## config.mk

```make
export PLATFORM = sky130hd
export DESIGN_NAME = serial_add_ctrl
export DESIGN_NICKNAME = d
export VERILOG_FILES = /design/src/rtl/serial_add_ctrl.sv
export SDC_FILE = /design/constraint.sdc
export NUM_CORES = 1
export LEC_CHECK = 0
export BUFFER_PORTS_ARGS = -buffer_cell sky130_fd_sc_hd__buf_2
export CORE_MARGIN = 1
export CORE_UTILIZATION = 45
export CTS_CLUSTER_DIAMETER = 80
export DETAILED_ROUTE_END_ITERATION = 16
export PLACE_DENSITY = 0.69
export REMOVE_ABC_BUFFERS = 1
export SLEW_MARGIN = 20
export SYNTH_ARGS = -nofsm -noshare
export SYNTH_HDL_FRONTEND = slang
export SYNTH_SLANG_ARGS = --single-unit
```

## constraint.sdc

```tcl
create_clock -name clk -period 1.99 [get_ports clk]
set_clock_uncertainty 0.15 [all_clocks]
set_input_delay 0.2985 -clock clk [delete_from_list [all_inputs] [get_ports clk]]
set_output_delay 0.2985 -clock clk [all_outputs]
set_load 0.01 [all_outputs]
```

## src/rtl/serial_add_ctrl.sv

```systemverilog
// Bit-serial adder sequencer: one full-adder cell adds two NUM_BITS-wide
// operands LSB first, one bit per clock, and presents the sum and carry-out
// with a single-cycle done pulse.

// Single full-adder cell used as the serial datapath core.
module adder_1bit (
    input  logic a_i,
    input  logic b_i,
    input  logic c_i,
    output logic s_o,
    output logic c_o
);
    assign s_o = a_i ^ b_i ^ c_i;
    assign c_o = (a_i & b_i) | (a_i & c_i) | (b_i & c_i);
endmodule

module serial_add_ctrl #(
    parameter int NUM_BITS = 8
) (
    input  logic                clk,
    input  logic                rst,
    input  logic                start,
    input  logic [NUM_BITS-1:0] a,
    input  logic [NUM_BITS-1:0] b,
    input  logic                carry_in,
    output logic                busy,
    output logic                done,
    output logic [NUM_BITS-1:0] sum,
    output logic                carry_out
);

    localparam int CW = (NUM_BITS > 1) ? $clog2(NUM_BITS) : 1;
    localparam logic [CW-1:0] LAST = CW'(NUM_BITS - 1);

    typedef enum logic [1:0] {
        S_IDLE = 2'd0,
        S_RUN  = 2'd1,
        S_DONE = 2'd2
    } state_t;

    state_t state_q, state_d;

    logic                busy_q;
    logic                done_q;
    logic [NUM_BITS-1:0] a_sr_q;
    logic [NUM_BITS-1:0] b_sr_q;
    logic [NUM_BITS-1:0] sum_sr_q;
    logic                carry_q;
    logic [CW-1:0]       cnt_q;
    logic [NUM_BITS-1:0] sum_q;
    logic                cout_q;

    logic load_d;
    logic step_d;
    logic add_s;
    logic add_c;

    adder_1bit u_add (
        .a_i (a_sr_q[0]),
        .b_i (b_sr_q[0]),
        .c_i (carry_q),
        .s_o (add_s),
        .c_o (add_c)
    );

    // Next-state decode: accept start only in IDLE, run NUM_BITS cycles, then one DONE cycle.
    always_comb begin
        state_d = state_q;
        load_d  = 1'b0;
        step_d  = 1'b0;
        case (state_q)
            S_IDLE: begin
                if (start) begin
                    load_d  = 1'b1;
                    state_d = S_RUN;
                end
            end
            S_RUN: begin
                step_d = 1'b1;
                if (cnt_q == LAST) begin
                    state_d = S_DONE;
                end
            end
            S_DONE: begin
                state_d = S_IDLE;
            end
            default: begin
                state_d = S_IDLE;
            end
        endcase
    end

    // State register plus registered busy/done derived from the upcoming state.
    always_ff @(posedge clk) begin
        if (rst) begin
            state_q <= S_IDLE;
            busy_q  <= 1'b0;
            done_q  <= 1'b0;
        end else begin
            state_q <= state_d;
            busy_q  <= (state_d != S_IDLE);
            done_q  <= (state_d == S_DONE);
        end
    end

    // Serial datapath: capture operands, shift one bit per RUN cycle, publish result on the last bit.
    always_ff @(posedge clk) begin
        if (rst) begin
            a_sr_q   <= '0;
            b_sr_q   <= '0;
            sum_sr_q <= '0;
            carry_q  <= 1'b0;
            cnt_q    <= '0;
            sum_q    <= '0;
            cout_q   <= 1'b0;
        end else if (load_d) begin
            a_sr_q   <= a;
            b_sr_q   <= b;
            sum_sr_q <= '0;
            carry_q  <= carry_in;
            cnt_q    <= '0;
        end else if (step_d) begin
            a_sr_q   <= {1'b0, a_sr_q[NUM_BITS-1:1]};
            b_sr_q   <= {1'b0, b_sr_q[NUM_BITS-1:1]};
            sum_sr_q <= {add_s, sum_sr_q[NUM_BITS-1:1]};
            carry_q  <= add_c;
            if (cnt_q != LAST) begin
                cnt_q <= cnt_q + CW'(1);
            end else begin
                // Final bit: the visible result only ever shows a completed add.
                sum_q  <= {add_s, sum_sr_q[NUM_BITS-1:1]};
                cout_q <= add_c;
            end
        end
    end

    assign busy      = busy_q;
    assign done      = done_q;
    assign sum       = sum_q;
    assign carry_out = cout_q;

endmodule

```

## Word level (Yosys, flattened, before mapping)

Index checks and enable logic that the tools add are counted.

- Register bits: 41
- Input port bits: 20
- Word-level logic and storage cells: 42

- $add $sub $neg: 1
- Eq/ne operators: 4
- Multiplexer cells: 12
- Bitwise operators: 9
- Reduce and logical (&&, ||, !) cells: 6

Operators by type and width:

| kind | count |
|---|---|
| 8-bit 2-to-1 mux | 4 |
| 1-bit 2-to-1 mux | 5 |
| 2-bit 2-to-1 mux | 2 |
| 2-bit case mux with 2 select lines | 1 |
| 2-bit nonzero test | 2 |
| 3-bit by 1-bit adder with 3-bit output, second input constant | 1 |
| 1-bit AND | 3 |
| 3-bit == test, second input constant | 1 |
| 3-bit != test, second input constant | 1 |
| 3-bit AND reduction | 1 |
| 2-bit by 1-bit == test with 1-bit output, second input constant | 1 |
| 2-bit == test, second input constant | 1 |
| 2-bit zero test | 1 |
| 1-bit inverter | 2 |
| 1-bit OR | 2 |
| 2-bit AND reduction | 1 |
| 2-bit OR reduction | 1 |
| 1-bit XOR | 2 |

## Depth between registers and ports, before layout

Gate-level depths: netlist (run 1).

- Word-level depth: 5
- Mapped depth: 6
- Gate-level depth less buffers: 5

## Hierarchy

A second synthesis (run 1) with hierarchy kept.

- Cells, all modules: 168
- Area, all modules: 1597.8 um^2

Modules (own cells, without submodules):

| module | instances | cells each | area an instance (um^2) |
|---|---|---|---|
| serial_add_ctrl | 1 | 167 | 1577.8 |
| adder_1bit | 1 | 1 | 20.0 |

## Least setup slack after synthesis (run 1)

No wires, ideal clock.

- Kind: register to register
- Start point: register cnt_q[0]
- End point: register cout_q (netlist: carry_out)
- Setup time: 0.071 ns
- Arrival: 1.191 ns
- Data required time: 1.769 ns
- Setup slack: 0.579 ns
- Stages on the path, launching flop included: 7
- Cells stage by stage: dfxtp_1 ha_1 ha_1 nand3b_1 buf_2 nand2_1 a21oi_1

- Longest elaborated chain between the ends: 3

Ends and longest elaborated chain:

| item | line | source |
|---|---|---|
| from (decl) | 49 | `logic [CW-1:0] cnt_q;` |
| from (signal assigned) | 128 | `cnt_q <= cnt_q + CW'(1);` |
| 3-bit != test | 127 | `if (cnt_q != LAST) begin` |
| 1-bit inverter (no line) | n/a |  |
| 3-bit AND reduction (no line) | n/a |  |
| to (signal assigned) | 115 | `cout_q <= 1'b0;` |
| to (signal assigned) | 132 | `cout_q <= add_c;` |
| to (decl) | 51 | `logic cout_q;` |

Every way passes these cells.
A chain may end at the register's enable or synchronous reset.

## Worst setup path in the final report (run 1)

- Start point: register state_q[0]
- End point: register carry_q

- Longest elaborated chain between the ends: 3

Ends and longest elaborated chain:

| item | line | source |
|---|---|---|
| from (decl) | 41 | `state_t state_q, state_d;` |
| from (signal assigned) | 100 | `state_q <= state_d;` |
| 2-bit by 1-bit == test with 1-bit output / 2-bit zero test (equally long branches) | 71 | `case (state_q)` |
| 1-bit 2-to-1 mux | 71 |  |
| 2-bit nonzero test (no line) / 1-bit 2-to-1 mux (equally long branches) | n/a |  |
| to (signal assigned) | 120 | `carry_q <= carry_in;` |
| to (decl) | 48 | `logic carry_q;` |

Several ways; a longest one is shown, not always the timed one.

==> results.yml, run 1 <==
outcome:
  status: "finished clean"
global_routing:
  grt_overflow: 0
  antenna_found_initial: 0
  grt_pass1_vias: 1283
  grt_pass1_wl_mm: 5.51
  gr-usage-all-layers: 0.176
  grt_max_degree: 31
setup_path:
  cp_cell_sequence: "inv_1, o22ai_1, a211oi_1"
  end_kind: "flip-flop"
  crit_start: "state_q[0]$_SDFF_PP0_"
  path_class: "reg -> reg"
  path_buf_inv: 1
  slowest_stage: "dfxtp_1"
  crit_family: "flip-flops"
  reg2reg_depth: 3
  reg2reg_slack_ns: 0.30
  cp_max_fo: 16
  crit_path_start_kind: "flip-flop"
  rr_startpoint: "state_q[0]$_SDFF_PP0_"
  crit_path_max_incr_delay_ns: 0.66
  path_depth: 3
  cp.required_ns: 2.04
  cp.arrival_ns: 1.74
timing:
  period_needed_ns: 1.69
  max_freq_ghz: 0.593
  slew_headroom: 0.658
  fin_setup_tns_ns: 0
  rsz0062_at_grt: "false"
  drv_slew: 0
  period_share: 0.848
  tightestPinTransition_ns: 0.512
  finalSetupViolCount: 0
  hold_viol: 0
floorplanning:
  die_area_sq_um: 3910
  coreArea_sq_um: 3420
  io_pins: 31
  chipWidth_microns: 62.6
  die_h_microns: 62.6
  rows: 21
  start_util: 0.483
clock_tree:
  cts_htree_levels: 2
  numClockSinks: 40
  cts_buffers: 5
  cts_tree: "done"
  ctsResizeCount: 0
  cts.path.max_buffers: 2
  cts.clk_slew.worst_paths_ns: 0.10
  hold_buffers: 0
  cts-root-buf: "clkbuf_4"
  insertion_delay_ns: 0.35
  post_cts_buffers: 0
synth:
  ys_ff_latch: 40
  synthCells: 186
  synth_top_cell_by_area: "dfxtp_1"
  yosysMostFrequentCell: "dfxtp_1"
  synth_top_area_share: 0.485
  async_reset_ff_frac: 0
  synth_ff_type: "dfxtp_1"
  synth_common_cells: "dfxtp_1, nor2_1, nand2_1"
  synth_seq_area_share: 0.485
  syn_area_sq_um: 1650
  synthTopCellsByArea: "dfxtp_1, a211oi_1, nor2_1, nand2_1, a21oi_1"
  synth_edf_count: 0
  avgSynthCellArea_sq_um: 8.87
  yosysUniqueCellTypes: 29
  ys_warn_count: 0
pwr:
  peakVddDrop_mv: 0.371
  p_clk_frac: 0.289
  finalPower_mw: 1.46
  seqPwrFrac: 0.595
  p_leak_nw: 0.725
  swShare: 0.257
  p_sw_mw: 0.375
  cellPowerDensity_nw_per_um2: 792
  p_comb_frac: 0.116
  p_int_mw: 1.08
route:
  drt_iter0_drc: 82
  ant_nets: 0
  viasPerCell: 5.17
  vias: 1339
  drt_first_pass_iters: 5
  drc: 0
  routed_wl_mm: 3.08
  routedWlPerCell_microns: 11.9
hold_path:
  hp-start: "b[7]"
  hold_path_class: "in -> reg"
  worstHoldPathCells: 3
layout:
  final_nets: 235
  instances_no_fill: 259
  nFillCells: 336
  drive_gt1_frac: 0.211
  area_delta_synth_final_pct: 11.6
  diodes: 0
placement:
  dpl.cell_count: 251
  place_hpwl_mm: 2.13
  place_congestion: 0.690
  portBuffers: 30
run:
  cap_viol_max_count: 0
[power by group through the flow]
stage                     combinational, mW  clock (mW)  sequential (mW)
after global routing                  0.193       0.479            0.873
final                                 0.170       0.422            0.868
after global placement                0.167           0            0.883
after detailed placement              0.171           0            0.885
after CTS                             0.172       0.435            0.868
after floorplan                       0.109           0            0.879
[cells in the final DEF, fill, tap and decap left out, types with 2 or more instances in the layout]
cell	n
dfxtp_1	40
buf_2	30
nor2_1	27
nand2_1	25
a21oi_1	18
a211oi_1	15
nand3_1	9
o22ai_1	8
o2bb2ai_1	7
clkbuf_4	5
buf_4	4
inv_1	2
nand2b_1	2
nor3b_1	2
a22oi_1	2
o21ai_0	2
ha_1	2
clkinv_2	2
[cells by family after synthesis]
logic type      synth area share
compound gates             0.223
xor+xnor                 0.00531
fa+ha+maj                 0.0273
buf+inv                   0.0697
flops                      0.485
simple gates               0.190
[cell type report]
cell class	instances	area [sq um]	area share
inverter	2	7.51	0.00408
clock buffer	6	51.3	0.0279
clock inverter	2	10.0	0.00543
tap	46	57.6	0.0312
timing repair buffer	34	180	0.0978
multi-input combinational	129	734	0.399
sequential	40	801	0.435
[worst register-to-register path: cells and delay by family, from the launching register on]
family,cells,cell delay [ns]
buffers and inverters,1,0.39
AOI/OAI and AO/OA,2,0.36
DFF,1,0.66
[registers in the layout, summed over array words and instances, names as in the netlist]
signal and cells:
sum_sr_q 7, done 1, cnt_q 3, state_q 2, a_sr_q 8, b_sr_q 8
carry_q 1, sum 8, busy 1, carry_out 1
[stage by stage]
stage | hold WS (ns) | area [sq um] | utilization | setup WS (ns)
2_1_floorplan | 0.218 | 1540 | - | 0.331
3_3_place_gp | 0.289 | 1780 | 0.521 | 0.372
3_5_place_dp | 0.300 | 1780 | 0.521 | 0.334
4_1_cts | 0.0553 | 1840 | 0.539 | 0.320
5_1_grt | 0.0532 | 1840 | 0.539 | 0.130
6_report | 0.0627 | 1840 | 0.539 | 0.303
[per-layer routing]
| layer | wire length [microns] | share of wire | up-vias | track usage |
|---|---|---|---|---|
| met5 | 0 | 0 | - | 0 |
| met4 | 45 | 0.015 | 0 | 0.0669 |
| met3 | 136 | 0.044 | 5 | 0.0493 |
| met2 | 1470 | 0.48 | 36 | 0.291 |
| met1 | 1430 | 0.46 | 600 | 0.217 |
| li1 | - | - | 698 | - |
[final timing paths]
kind / endpoint
hold / removal: b_sr_q[7]$_SDFFE_PP0P_
setup / recovery: carry_q$_SDFFE_PP0P_
setup reg to reg: carry_q$_SDFFE_PP0P_
hold reg to reg: sum[0]$_SDFFE_PP0P_
No activity file was read; power rests on OpenSTA's default activity.
==> run 2, diff against run 1 <==
- clock period: 1.99 -> 1.6 ns (I/O delays scaled with it)
==> results.yml, run 2 (synthesized netlist as in run 1, its figures left out) <==
outcome:
  status: "finished clean"
route:
  drt_iter0_drc: 52
  drt_first_pass_iters: 4
  drc: 0
  vias: 1430
  viasPerCell: 5.34
  routedWlPerCell_microns: 12.5
  ant_nets: 0
  routed_wl_mm: 3.35
global_routing:
  antenna_found_initial: 0
  grt_overflow: 0
  grt_pass1_wl_mm: 5.81
  grt_pass1_vias: 1379
  grt_max_degree: 31
  gr-usage-all-layers: 0.189
placement:
  dp_slack_ns: -0.0195
  place_hpwl_mm: 2.29
  portBuffers: 30
  place_congestion: 0.708
  postPlaceCellArea_sq_um: 1820
timing:
  period_share: 0.916
  hold_viol: 0
  finalSetupViolCount: 0
  hold_slack_ns: 0.0729
  tightestPinTransition_ns: 0.466
  rsz0062_at_grt: "false"
  slew_headroom: 0.689
  drv_slew: 0
  period_needed_ns: 1.47
  worst_slack_ns: 0.135
  max_freq_ghz: 0.682
layout:
  layout_commonest_cell: "dfxtp_1"
  area_delta_synth_final_pct: 18.2
  fin_area_sq_um: 1950
  final_nets: 244
  mostFrequentLayoutCells: "dfxtp_1, buf_2, nor2_1"
  drive_gt1_frac: 0.239
  diodes: 0
clock_tree:
  insertion_delay_ns: 0.35
  cts_buffers: 5
  cts.clk_slew.worst_paths_ns: 0.12
  cts-root-buf: "clkbuf_4"
  numClockSinks: 40
  cts.path.max_buffers: 2
  cts_htree_levels: 2
  cts_tree: "done"
floorplanning:
  die_h_microns: 62.6
  coreArea_sq_um: 3420
  rows: 21
  start_util: 0.483
  chipWidth_microns: 62.6
  die_area_sq_um: 3910
  io_pins: 31
pwr:
  peakVddDrop_mv: 0.553
  cellPowerDensity_nw_per_um2: 1060
  p_leak_nw: 0.776
  finalPower_mw: 2.06
setup_path:
  cp_cell_sequence: "nand2b_1, o22ai_1, a211oi_1"
  cp.required_ns: 1.72
  crit_family: "flip-flops"
  cp_max_fo: 9
  path_class: "reg -> reg"
  cp.arrival_ns: 1.59
  slowest_stage: "dfxtp_1"
  end_kind: "flip-flop"
  crit_path_start_kind: "flip-flop"
  crit_path_max_incr_delay_ns: 0.47
  path_buf_inv: 0
run:
  cap_viol_max_count: 0
hold_path:
  hold_path_class: "in -> reg"
[run 2: cell count changes in the layout (fill, tap and decap cells not counted), sizes merged]
cell | previous run | this run
clkbuf | 6 | 7
dlygate4sd3 | 0 | 2
bufinv | 0 | 1
clkinv | 2 | 0
buf | 34 | 41
[run 2: path summary, 6_finish.rpt]
kind / end / from / slack, ns / cells after the start
min reg2reg: sum[6]$_SDFFE_PP0P_ / sum[6]$_SDFFE_PP0P_ / 0.31 / 2
min: a_sr_q[6]$_SDFFE_PP0P_ / a[6] / 0.07 / 3
max: b_sr_q[6]$_SDFFE_PP0P_ / state_q[0]$_SDFF_PP0_ / 0.13 / 3
max reg2reg: b_sr_q[6]$_SDFFE_PP0P_ / state_q[0]$_SDFF_PP0_ / 0.13 / 3
[run 2: repair_timing]
| item | in CTS | in global routing |
|---|---|---|
| hold buffers | 2 | 0 |
| endpoints found under the setup margin | 9 | 7 |
| gates resized for setup | 0 | 1 |
| hold endpoints to repair | 2 | 0 |
| pin swaps | 1 | 1 |
| buffers inserted | 2 | 0 |
[run 2: layout make-up]
| cell class | instances | area [sq um] |
|---|---|---|
| multi-input combinational | 129 | 737 |
| tap | 46 | 57.6 |
| sequential | 40 | 801 |
| timing repair buffer | 43 | 253 |
| fill | 327 | 1470 |
| clock inverter | 1 | 30.0 |
| inverter | 2 | 7.51 |
| clock buffer | 7 | 65.1 |
[run 2: metrics by stage]
stage	instances	util	TNS, ns
global placement	256	0.532	0
floorplan	171	-	-0.689
global route	268	0.571	0
detailed placement	256	0.532	-0.0337
CTS	268	0.570	0
finish	268	0.571	0
[run 2: power breakdown]
| group | switching [mW] | internal (mW) |
|---|---|---|
| Combinational | 0.127 | 0.112 |
| Sequential | 0.0302 | 1.04 |
| Clock | 0.331 | 0.415 |
| Total | 0.488 | 1.57 |
[run 2: layer usage]
metal,vias up,GRT usage,wire (microns)
met2,36,0.307,1570
li1,722,-,-
met3,7,0.0438,166
met1,665,0.226,1550
met5,-,0,0
met4,0,0.113,56
[run 2: worst register-to-register path, stage by stage (launching register included)]
cell and delay [ns]:
dfxtp_1 0.47, nand2b_1 0.36, o22ai_1 0.13, a211oi_1 0.27
